===== config.mk =====
export PLATFORM = sky130hd
export DESIGN_NAME = instruction_fetch
export DESIGN_NICKNAME = d
export VERILOG_FILES = /design/src/rtl/instruction_fetch.sv
export SDC_FILE = /design/constraint.sdc
export NUM_CORES = 1
export LEC_CHECK = 0
export BUFFER_PORTS_ARGS = -buffer_cell sky130_fd_sc_hd__buf_4
export CAP_MARGIN = 25
export CORE_AREA = 2 2 156 158
export DETAILED_ROUTE_END_ITERATION = 12
export DIE_AREA = 0 0 158 160
export PLACE_DENSITY = 0.54
export SKIP_LAST_GASP = 1
export SLEW_MARGIN = 15
export SYNTH_ARGS = -nofsm -noshare
export SYNTH_HDL_FRONTEND = slang
export SYNTH_SLANG_ARGS = --single-unit

===== constraint.sdc =====
create_clock -name clk -period 2 [get_ports clk]
set_clock_uncertainty 0.1 [all_clocks]
set_input_delay 0.4 -clock clk [delete_from_list [all_inputs] [get_ports clk]]
set_output_delay 0.4 -clock clk [all_outputs]
set_load 0.01 [all_outputs]

===== src/rtl/instruction_fetch.sv =====
`default_nettype none
// ============================================================================
// Module      : instruction_fetch
// Description : MIPS IF stage. It holds the PC, resolves `j` locally with no
//               bubble, and loads the IF/ID register behind a valid/ready
//               handshake. Redirects from later stages flush IF/ID.
// Revision    : 1.0 - initial release
// ============================================================================
module instruction_fetch #(
    parameter logic [31:0] RESET_PC = 32'h0000_0000
) (
    input  logic        clk,
    input  logic        rst,
    output logic [31:0] imem_addr,
    input  logic [31:0] imem_ins,
    input  logic        redirect_valid,
    input  logic [31:0] redirect_pc,
    input  logic        id_ready,
    output logic        id_valid,
    output logic [31:0] id_ins,
    output logic [31:0] id_pc,
    output logic [31:0] id_pc4,
    output logic [31:0] fetch_count
);

    localparam logic [5:0] c_OP_J = 6'b000010;

    logic [31:0] r_pc;
    logic        r_id_valid;
    logic [31:0] r_id_ins;
    logic [31:0] r_id_pc;
    logic [31:0] r_id_pc4;
    logic [31:0] r_fetch_count;

    logic        w_adv;
    logic        w_is_j;
    logic [31:0] w_pc4;
    logic [31:0] w_jtarget;
    logic        w_unused;

    always_comb begin
        w_adv     = !r_id_valid || id_ready;
        w_pc4     = r_pc + 32'd4;
        w_is_j    = (imem_ins[31:26] == c_OP_J);
        // The target region comes from pc+4, so it wraps along with the PC.
        w_jtarget = {w_pc4[31:28], imem_ins[25:0], 2'b00};
    end

    // Redirect PCs are forced word aligned; the low bits carry no meaning.
    assign w_unused = ^redirect_pc[1:0];

    always_ff @(posedge clk) begin
        if (rst) begin
            r_pc          <= RESET_PC;
            r_id_valid    <= 1'b0;
            r_id_ins      <= 32'd0;
            r_id_pc       <= 32'd0;
            r_id_pc4      <= 32'd0;
            r_fetch_count <= 32'd0;
        end else if (redirect_valid) begin
            r_pc       <= {redirect_pc[31:2], 2'b00};
            r_id_valid <= 1'b0;
            r_id_ins   <= 32'd0;
        end else if (w_adv) begin
            r_pc          <= w_is_j ? w_jtarget : w_pc4;
            r_id_valid    <= 1'b1;
            r_id_ins      <= imem_ins;
            r_id_pc       <= r_pc;
            r_id_pc4      <= w_pc4;
            r_fetch_count <= r_fetch_count + 32'd1;
        end
    end

    assign imem_addr   = r_pc;
    assign id_valid    = r_id_valid;
    assign id_ins      = r_id_ins;
    assign id_pc       = r_id_pc;
    assign id_pc4      = r_id_pc4;
    assign fetch_count = r_fetch_count;

endmodule
`default_nettype wire


Word level (Yosys, flattened, before mapping)
Index checks and enable logic that the tools add are counted.
{"block": "totals", "ff_bits": 161, "inputBits": 68}
{"block": "op_classes", "eq_ne": 1, "add_sub_neg": 2, "n_reduce_logical": 5, "n_bitwise": 1, "n_mux": 3}
{"op": "$mux W32", "count": 2}
{"op": "$add A32 B1 Y32 const B", "count": 1}
{"op": "$add A32 B3 Y32 const B", "count": 1}
{"op": "$mux W28", "count": 1}
{"op": "$eq A6 B2 Y1 const B", "count": 1}
{"op": "$reduce_and A2 Y1", "count": 1}
{"op": "$reduce_bool A2 Y1", "count": 1}
{"op": "$reduce_or A2 Y1", "count": 1}
{"op": "$logic_not A1 Y1", "count": 1}
{"op": "$logic_or A1 B1 Y1", "count": 1}
{"op": "$not A1 Y1", "count": 1}

Logic depth before layout (Yosys ltp)
Gate-level depths: netlist of run 1.
{"block": "depth", "depth_word": 4, "depth_mapped": 8, "depth_no_buf": 6}

Least setup slack after synthesis of run 1
Ideal clock, no wire load.
{"block": "synth_path", "path_kind": "reg2reg", "from": "register r_pc[2], in the netlist imem_addr[2]", "to": "register r_id_pc4[22], in the netlist id_pc4[22]", "period_less_slack_ns": 1.936, "required_ns": 1.821, "path_stages_with_launch": 7, "slack_ns": 0.064, "setup_ns": 0.079, "t_arrival_ns": 1.757, "path_buffers": 0, "path_cell_list": "dfxtp_1 ha_1 nand4_4 nor4_4 nand4_1 xor2_1 a211oi_2"}
{"block": "synth_via", "elab_chain_len": 1}
{"item": "start, declared", "line": "28", "source": "logic [31:0] r_pc;"}
{"item": "start signal, assigned", "line": "61", "source": "r_pc <= {redirect_pc[31:2], 2'b00};"}
{"item": "start signal, assigned", "line": "65", "source": "r_pc <= w_is_j ? w_jtarget : w_pc4;"}
{"item": "$add A32 B3 Y32", "line": "43", "source": "w_pc4 = r_pc + 32'd4;"}
{"item": "end signal, assigned", "line": "69", "source": "r_id_pc4 <= w_pc4;"}
{"item": "end, declared", "line": "32", "source": "logic [31:0] r_id_pc4;"}
Every way passes these cells.
A chain may end at the register's enable or synchronous reset.

Final worst setup path of run 1
{"block": "layout_path", "from": "register r_pc[2], in the netlist imem_addr[2]", "to": "register r_pc[26], in the netlist imem_addr[26]"}
{"block": "layout_via", "elab_chain_len": 4}
{"item": "$add A32 B3 Y32", "line": "43"}
{"item": "$mux W28", "line": "65"}
{"item": "$mux W32", "line": "64", "source": "end else if (w_adv) begin"}
{"item": "$mux W32", "line": "60", "source": "end else if (redirect_valid) begin"}
Every way passes these cells. The select of a mux whose other input is x is not followed.

==> results list, run 1 <==
* Wire length per cell after detailed routing: 16.8 µm
* Max frequency: 531 MHz
- For the finished layout, the period the worst path requires is 1.88 ns.
* Y dimension of the die: 160 µm
- Net count after synthesis: 918
- TritonCTS clock tree: done
- Max-slew headroom at the worst pin: 65.4%
- Path depth of the worst reg2reg path: 7
* Grt total ovfl: 0
* CTS sink count: 159
- Row Count: 57
* Wire length after detailed routing: 24300 µm
- Post-CTS repair timing setup buffer count: 0
- Clock tree synthesis inserted a total of 17 buffers.
* Portion of the clock cycle consumed by the worst path in the final layout: 94.1%
- The worst hold path begins at redirect_pc[3].
- Area share of fa/ha/maj cells after synthesis: 0.361%
- Die Footprint: 25300 µm²
- Across the run, the number of max-cap violations was 0.
* Switching power summed over all nets: 2.09 mW
* Antenna cells: 0
- Of the total power, combinational logic draws 14.1%.
- Entering global routing, the biggest net connects 43 pins.
- Worst Hold End: imem_addr[3]
- The via count of the first global-routing pass came to 6575.
- Number of endpoints failing setup at the final stage: 0
- Status: complete, no violations
* Horizontal die dimension: 158 µm
* Total routing resource utilization after global routing: 19.0%
- Final Slew Violations: 0
- Of the total power, the share spent switching nets is 26.2%.
- DPL Wire Length: 18400 µm
* Post-route ant nets: 0
- The worst register-to-register path begins at imem_addr[2].
- Main synth FF type: sky130_fd_sc_hd__dfxtp_1
- Dividing total power by cell area gives a power density of 786 nW/µm².
- The path class of the tightest hold or removal check is in -> reg.
* Number of distinct standard cells referenced by the synthesized netlist: 58
* Number of levels in the clock H-tree: 4
* Deepest clock path buffer count: 2
- By startpoint and endpoint, the worst setup path is classified as reg -> reg.
* Root Buffer Master: sky130_fd_sc_hd__clkbuf_16
* Vias per Instance: 4.82
* Clock Power Share: 43.0%
- Worst R2R End: imem_addr[26]
- The final layout contains 1186 nets.
- Leakage: 4.30 nW
- After the first detailed-routing iteration, the DRC count stood at 471.
- Number of vias in the routed layout: 7002
- In this run the standard cell core region covers 23800 µm².
- Peak VDD IR: 0.510 mV
- Internal power comes to 5.86 mW.
- The worst setup path is captured at a flip-flop.
- Flop and latch count out of synthesis: 159
- After the flow finishes, the layout carries non-filler instances totaling 1452.
- Post-CTS Hold Fix Bufs: 0
- The number of antenna violations at the first check in global routing was 0.
- Yosys printed 0 warnings.
- Pin placement for this block handled 229 I/O pins.
- Share of synthesized area spent on multiplexers: 0.162%
- The final count of hold timing violations was 0.
- Final WS setup: 0.118 ns
* Largest family of logic cells by synthesized area: simple AND/OR/NAND/NOR gates
- Register-to-register path setup slack: 0.12 ns
* Drt first pass iters: 5
* Post-synthesis average cell area: 8.18 µm²
- GP Congestion: 0.861
- Worst EP required: 2.20 ns
- Clock-pin slew on the worst setup and hold paths: 0.07 ns
* Crit path DAT: 2.08 ns
- The number of gates resized after CTS was 0.
- Mapped Cells: 848
* DRC violations left: 0
- Of the cells placed in the final design, the portion with a size suffix greater than 1 is 33.3%.
* Area grow syn2layout: 45.8%
- Fraction of the mapped netlist area in simple logic gates: 24.6%
* Number of port buffers: 226
* Post-synth ARST share: 0%
- At the pin with the least slew margin, the transition time is 0.518 ns.
- Initial core utilization: 29.1%
* Compound-Gate Fraction of Synth Area: 17.5%
- Global-route wire length before repair: 37100 µm
- Sequential share of power: 42.9%
- Mapped Area: 6940 µm²
- At the later pin of the worst-skew pair, clock insertion delay measures 0.44 ns.
- Before CTS, the worst setup slack after placement is -0.0614 ns.
* Depth of the worst hold-timing path: 2
- Number of instances in the placed design: 1421
- Crit path max fanout: 7
- Share of the yosys chip area belonging to registers: 45.9%
- STA classifies the critical path startpoint as a flip-flop.
- Fraction of synthesized cell area in xor and xnor cells: 6.69%
- Counting flops with a built-in enable in the synthesized netlist gives 0.
[metrics by stage]
stage	utilization (%)	setup TNS [ns]	power [mW]	hold WS, ns	instance area [µm²]
floorplan	-	0	3.97	0.341	6940
global placement	39.8	-0.143	4.60	0.339	9480
detailed placement	39.8	-0.191	4.61	0.346	9480
CTS	42.4	0	8.04	0.0943	10100
global route	42.5	-0.000870	8.26	0.0953	10100
finish	42.5	0	7.95	0.107	10100
[registers in the layout, indices dropped and copies added, names as in the netlist]
register / count
id_pc: 32
id_valid: 1
id_ins: 32
fetch_count: 32
imem_addr: 32
id_pc4: 30
[Yosys cell counts, types with 13 or more instances]
master,number,share of area [%]
sky130_fd_sc_hd__nand2_1,172,9.3
sky130_fd_sc_hd__dfxtp_1,159,46
sky130_fd_sc_hd__a21oi_1,90,6.5
sky130_fd_sc_hd__nor2_1,71,3.8
sky130_fd_sc_hd__o21ai_0,45,3.2
sky130_fd_sc_hd__xor2_1,38,4.8
sky130_fd_sc_hd__clkbuf_1,33,1.8
sky130_fd_sc_hd__nand4_1,26,2.3
sky130_fd_sc_hd__a211oi_1,23,2.5
sky130_fd_sc_hd__nand3_1,21,1.5
sky130_fd_sc_hd__xnor2_1,15,1.9
sky130_fd_sc_hd__buf_1,13,0.70
[critical path: stages, from the launching register on]
cell and delay [ns]:
sky130_fd_sc_hd__dfxtp_1 0.34, sky130_fd_sc_hd__ha_1 0.21, sky130_fd_sc_hd__nand4_4 0.14, sky130_fd_sc_hd__nor4_4 0.22
sky130_fd_sc_hd__buf_4 0.20, sky130_fd_sc_hd__nand3_1 0.09, sky130_fd_sc_hd__xor2_1 0.29, sky130_fd_sc_hd__o22ai_1 0.15
[worst max path at each step]
stage | start | endpoint | slack, ns | cells after the start
floorplan | imem_addr[2] | id_pc4[22] | 0.06 | 6
global placement | imem_ins[31] | imem_addr[6] | -0.05 | 8
detailed placement | imem_ins[31] | imem_addr[6] | -0.06 | 8
CTS | imem_addr[6] | imem_addr[31] | 0.06 | 6
global route | imem_addr[2] | id_pc4[22] | -0.0009 | 7
finish | imem_addr[2] | imem_addr[26] | 0.12 | 7
[power groups by stage]
stage / combinational, mW / clock (mW) / sequential, mW
after floorplan: 0.404 / 0 / 3.57
after global placement: 1.12 / 0 / 3.48
after detailed placement: 1.12 / 0 / 3.48
after CTS: 1.12 / 3.50 / 3.41
after global routing: 1.22 / 3.62 / 3.43
final: 1.12 / 3.42 / 3.41
[placed cells by master (no fill, tap or decap), types with 21 or more instances in the layout]
| cell type | instances |
|---|---|
| sky130_fd_sc_hd__dfxtp_1 | 157 |
| sky130_fd_sc_hd__nand4_1 | 26 |
| sky130_fd_sc_hd__o21ai_0 | 45 |
| sky130_fd_sc_hd__buf_4 | 312 |
| sky130_fd_sc_hd__nor2_1 | 69 |
| sky130_fd_sc_hd__a211oi_1 | 23 |
| sky130_fd_sc_hd__nand2_1 | 172 |
| sky130_fd_sc_hd__xor2_1 | 37 |
| sky130_fd_sc_hd__nand3_1 | 21 |
| sky130_fd_sc_hd__a21oi_1 | 90 |
[metal layers]
metal  global-route usage [%]  wire length (µm)
met1                     26.1             11200
met2                     28.2             10800
met3                     5.89              1750
met4                     6.63               540
met5                        0                 0
[layout make-up]
class                      count  area, µm²
inverter                       8       30.0
clock buffer                  20        457
sequential                   159       3190
fill                        2469      13700
tap                          324        405
timing repair buffer         317       2430
multi-input combinational    613       3450
clock inverter                11        156
[cell families (layout without fill, tap and decap cells)]
| logic type | Yosys count | count (layout) |
|---|---|---|
| DFF | 159 | 159 |
| AOI/OAI and AO/OA | 202 | 202 |
| adders and majority gates | 2 | 2 |
| buffers and inverters | 76 | 356 |
| muxes | 1 | 1 |
| and+or+nand+nor | 355 | 355 |
| xor gates and xnor gates | 53 | 53 |
Note: power is estimated with default switching activity, not from simulation.
==> inputs of run 2 (changes only) <==
--- a/config.mk
+++ b/config.mk
@@ -7,10 +7,10 @@
 export LEC_CHECK = 0
 export BUFFER_PORTS_ARGS = -buffer_cell sky130_fd_sc_hd__buf_4
 export CAP_MARGIN = 25
-export CORE_AREA = 2 2 156 158
+export CORE_AREA = 2 2 126 128
 export DETAILED_ROUTE_END_ITERATION = 12
-export DIE_AREA = 0 0 158 160
-export PLACE_DENSITY = 0.54
+export DIE_AREA = 0 0 128 130
+export PLACE_DENSITY = 0.77
 export SKIP_LAST_GASP = 1
 export SLEW_MARGIN = 15
 export SYNTH_ARGS = -nofsm -noshare
==> run 2 against run 1 <==
Compared with the run above:
- critical endpoint is now imem_addr[31]
- routed wire length is 8.9% lower
- core utilization is 22 points higher
- non-clock buffer count decreased by 9
- global-route usage rose by 7.2 points
- worst setup slack got worse by 0.042 ns
- clock power decreased by 8.5%
- combinational power barely moved
- sequential cell count unchanged
- hold slack got worse by 0.0013 ns
- clock-buffer cell count decreased by 2
- die area is 34% lower
- largest power group is now registers
- cell count down 9.6%
- highest routed layer unchanged
==> results list, run 2 (synthesis gave the netlist of run 1 again) <==
* Status: complete, no violations
- Vias per Instance: 5.41 (+12%)
- TritonCTS built the clock tree.
* Number of levels in the clock H-tree: 4 (unchanged)
* Grt total ovfl: 0 (unchanged)
* Buffers & Inverters on Critical Path: 0 (-1)
* Area grow syn2layout: 42.4%
- In this run the clock root is driven by a sky130_fd_sc_hd__clkbuf_16.
- The final setup TNS is 0 ns (unchanged).
- Post-route ant nets: 0 (unchanged)
- The number of buffers added to fix hold violations after cts was 0 (unchanged).
- In this run the worst hold path is classified as in -> reg.
- The path with the worst hold slack has its endpoint at imem_addr[3].
- The final wirelength came to 22200 µm (-8.9%).
- The post-CTS setup-driven buffer insertion count was 0 (unchanged).
- Worst EP required: 2.21 ns (about the same)
- The I/O pin count is 229 (unchanged).
* Worst R2R Start: imem_addr[20]
- Critical setup path kind: reg -> reg
- The highest achievable clock rate is 520 MHz (-2.2%).
- Most frequent cells in the layout: 301 x sky130_fd_sc_hd__buf_4, 172 x sky130_fd_sc_hd__nand2_1, 157 x sky130_fd_sc_hd__dfxtp_1, 90 x sky130_fd_sc_hd__a21oi_1, 69 x sky130_fd_sc_hd__nor2_1
- Fraction of layout instances using a drive strength above 1: 33.0% (-0.30 points)
* Antenna cells: 0 (unchanged)
- The number of nets at the end of the flow came to 1177 (-0.76%).
- The worst hold path begins at redirect_pc[3].
* Leakage: 4.24 nW (-1.3%)
* Cell breakdown of the critical path: nand4_1 > nor4_4 > nand4_2 > and3_1 > or3_1
- DRC violations left: 0 (unchanged)
* Number of vias in the routed layout: 7095 (+1.3%)
* Wire length per cell after detailed routing: 16.9 µm (+0.86%)
- The signal arrival time at the worst endpoint came to 2.13 ns (+0.05 ns).
- Max-slew headroom at the worst pin: 72.7% (+7.3 points)
- Broken down by cell family, the worst path's largest delay share belongs to simple AND/OR/NAND/NOR gates.
* Pin count of the biggest net entering global routing: 70 (+63%)
* Placeable core region: 15400 µm² (-35%)
- Final Hold Viols: 0 (unchanged)
- The share of the clock period used by the worst path is 96.2% (+2.1 points).
* Number of violations reported at the end of detailed-routing iteration 0: 557 (+18%)
- Final Slew Violations: 0 (unchanged)
- Register-to-register path setup slack: 0.08 ns (-0.04 ns)
* DPL Wire Length: 16100 µm (-12%)
- The final critical delay including setup and external delays is 1.92 ns (+0.0419 ns).
- Number of port buffers: 226 (unchanged)
* Peak VDD IR: 0.572 mV (+12%)
* Number of global-route vias before repair: 6435 (-2.1%)
- The total CTS buffers was 17 (unchanged).
- The first-pass GRT wire length came to 34300 µm (-7.6%).
* Number of resized instances in the post-cts repair step: 0 (unchanged)
* Source-to-sink clock delay at the later pin of the worst-skew pair: 0.43 ns (about the same)
- For this design, the slowest cell found on the critical path is sky130_fd_sc_hd__nor4_4.
- The power density normalized to cell area was 775 nW/µm² (-1.5%).
- Worst R2R End: imem_addr[31]
- Y dimension of the die: 130 µm (-19%)
- The slew at the pin closest to its max-slew limit came to 0.404 ns (-0.114 ns).
- Horizontal die dimension: 128 µm (-19%)
* GP Congestion: 0.920 (+6.9%)
* Critical path launch point type: flip-flop
* Initial core utilization: 45.0% (+16 points)
- STA classifies the critical path endpoint as a flip-flop.
- The aggregate global-route resource usage is 26.3% (+7.2 points).
- Depth of the worst hold-timing path: 2 (unchanged)
- The maximum root-to-sink buffer count is 2 (unchanged).
- Final hold slack: 0.106 ns (-0.00130 ns)
- Number of antenna violations at the first check in global routing: 0 (unchanged)
- Most common cell after layout, fill and taps aside: sky130_fd_sc_hd__buf_4
* Crit path max fanout: 3 (-4)
- The count of TritonRoute iterations in the first routing pass came to 5 (unchanged).
- Row Count: 46 (-19%)
- CTS sink count: 159 (unchanged)
* Number of max-cap violations: 0 (unchanged)
* Max incr delay on CP: 0.36 ns (+0.02 ns)
- The number of endpoints failing setup at the final stage came to 0 (unchanged).
- Die Footprint: 16600 µm² (-34%)
- The clock-pin slew on the worst setup and hold paths was 0.07 ns (about the same).
- The number of cells on the worst reg-to-reg path was 5 (-2).
-- run 2: cell types whose count changed in the layout (fill, tap and decap cells not counted), sizes merged --
cell,delta
clkinv,+5
inv,+1
buf,-9
clkinvlp,-1
bufinv,-2
clkbuf,-2
-- run 2: area by class of cell --
| class | count | area, µm² |
|---|---|---|
| fill | 1334 | 5550 |
| clock buffer | 18 | 429 |
| tap | 192 | 240 |
| timing repair buffer | 308 | 2400 |
| sequential | 159 | 3190 |
| clock inverter | 14 | 138 |
| inverter | 8 | 30.0 |
| multi-input combinational | 613 | 3460 |
-- run 2: worst max-delay path by stage --
stage | startpoint | end | slack (ns) | cells after the start
4_1_cts | imem_addr[2] | imem_addr[22] | 0.03 | 7
3_5_place_dp | imem_ins[31] | imem_addr[7] | -0.15 | 7
3_3_place_gp | imem_ins[31] | imem_addr[7] | -0.09 | 7
5_1_grt | imem_addr[9] | id_pc4[21] | -0.08 | 6
6_report | imem_addr[20] | imem_addr[31] | 0.08 | 5
2_1_floorplan | imem_addr[2] | id_pc4[22] | 0.06 | 6
-- run 2: per-layer routing --
| layer | share of wire, % | vias to the layer above | track usage [%] |
|---|---|---|---|
| li1 | - | 3456 | - |
| met1 | 44 | 3268 | 35.3 |
| met2 | 44 | 320 | 39.6 |
| met3 | 8.1 | 51 | 7.30 |
| met4 | 4.0 | 0 | 11.9 |
| met5 | 0 | - | 0 |
-- run 2: stage by stage --
stage | instance area (µm²) | power [mW] | worst slack (ns) | std cells | util, %
after detailed placement | 9290 | 4.58 | -0.152 | 1280 | 60.2
after CTS | 9860 | 7.68 | 0.0291 | 1312 | 63.9
after global placement | 9290 | 4.56 | -0.0901 | 1280 | 60.2
final | 9880 | 7.65 | 0.0765 | 1312 | 64.0
after global routing | 9880 | 7.92 | -0.0770 | 1312 | 64.0
after floorplan | 6940 | 3.97 | 0.0638 | 848 | -
-- run 2: power breakdown --
group	internal [mW]	switching (mW)
combinational	0.510	0.602
sequential	3.32	0.0946
clock	1.73	1.39
total	5.56	2.09
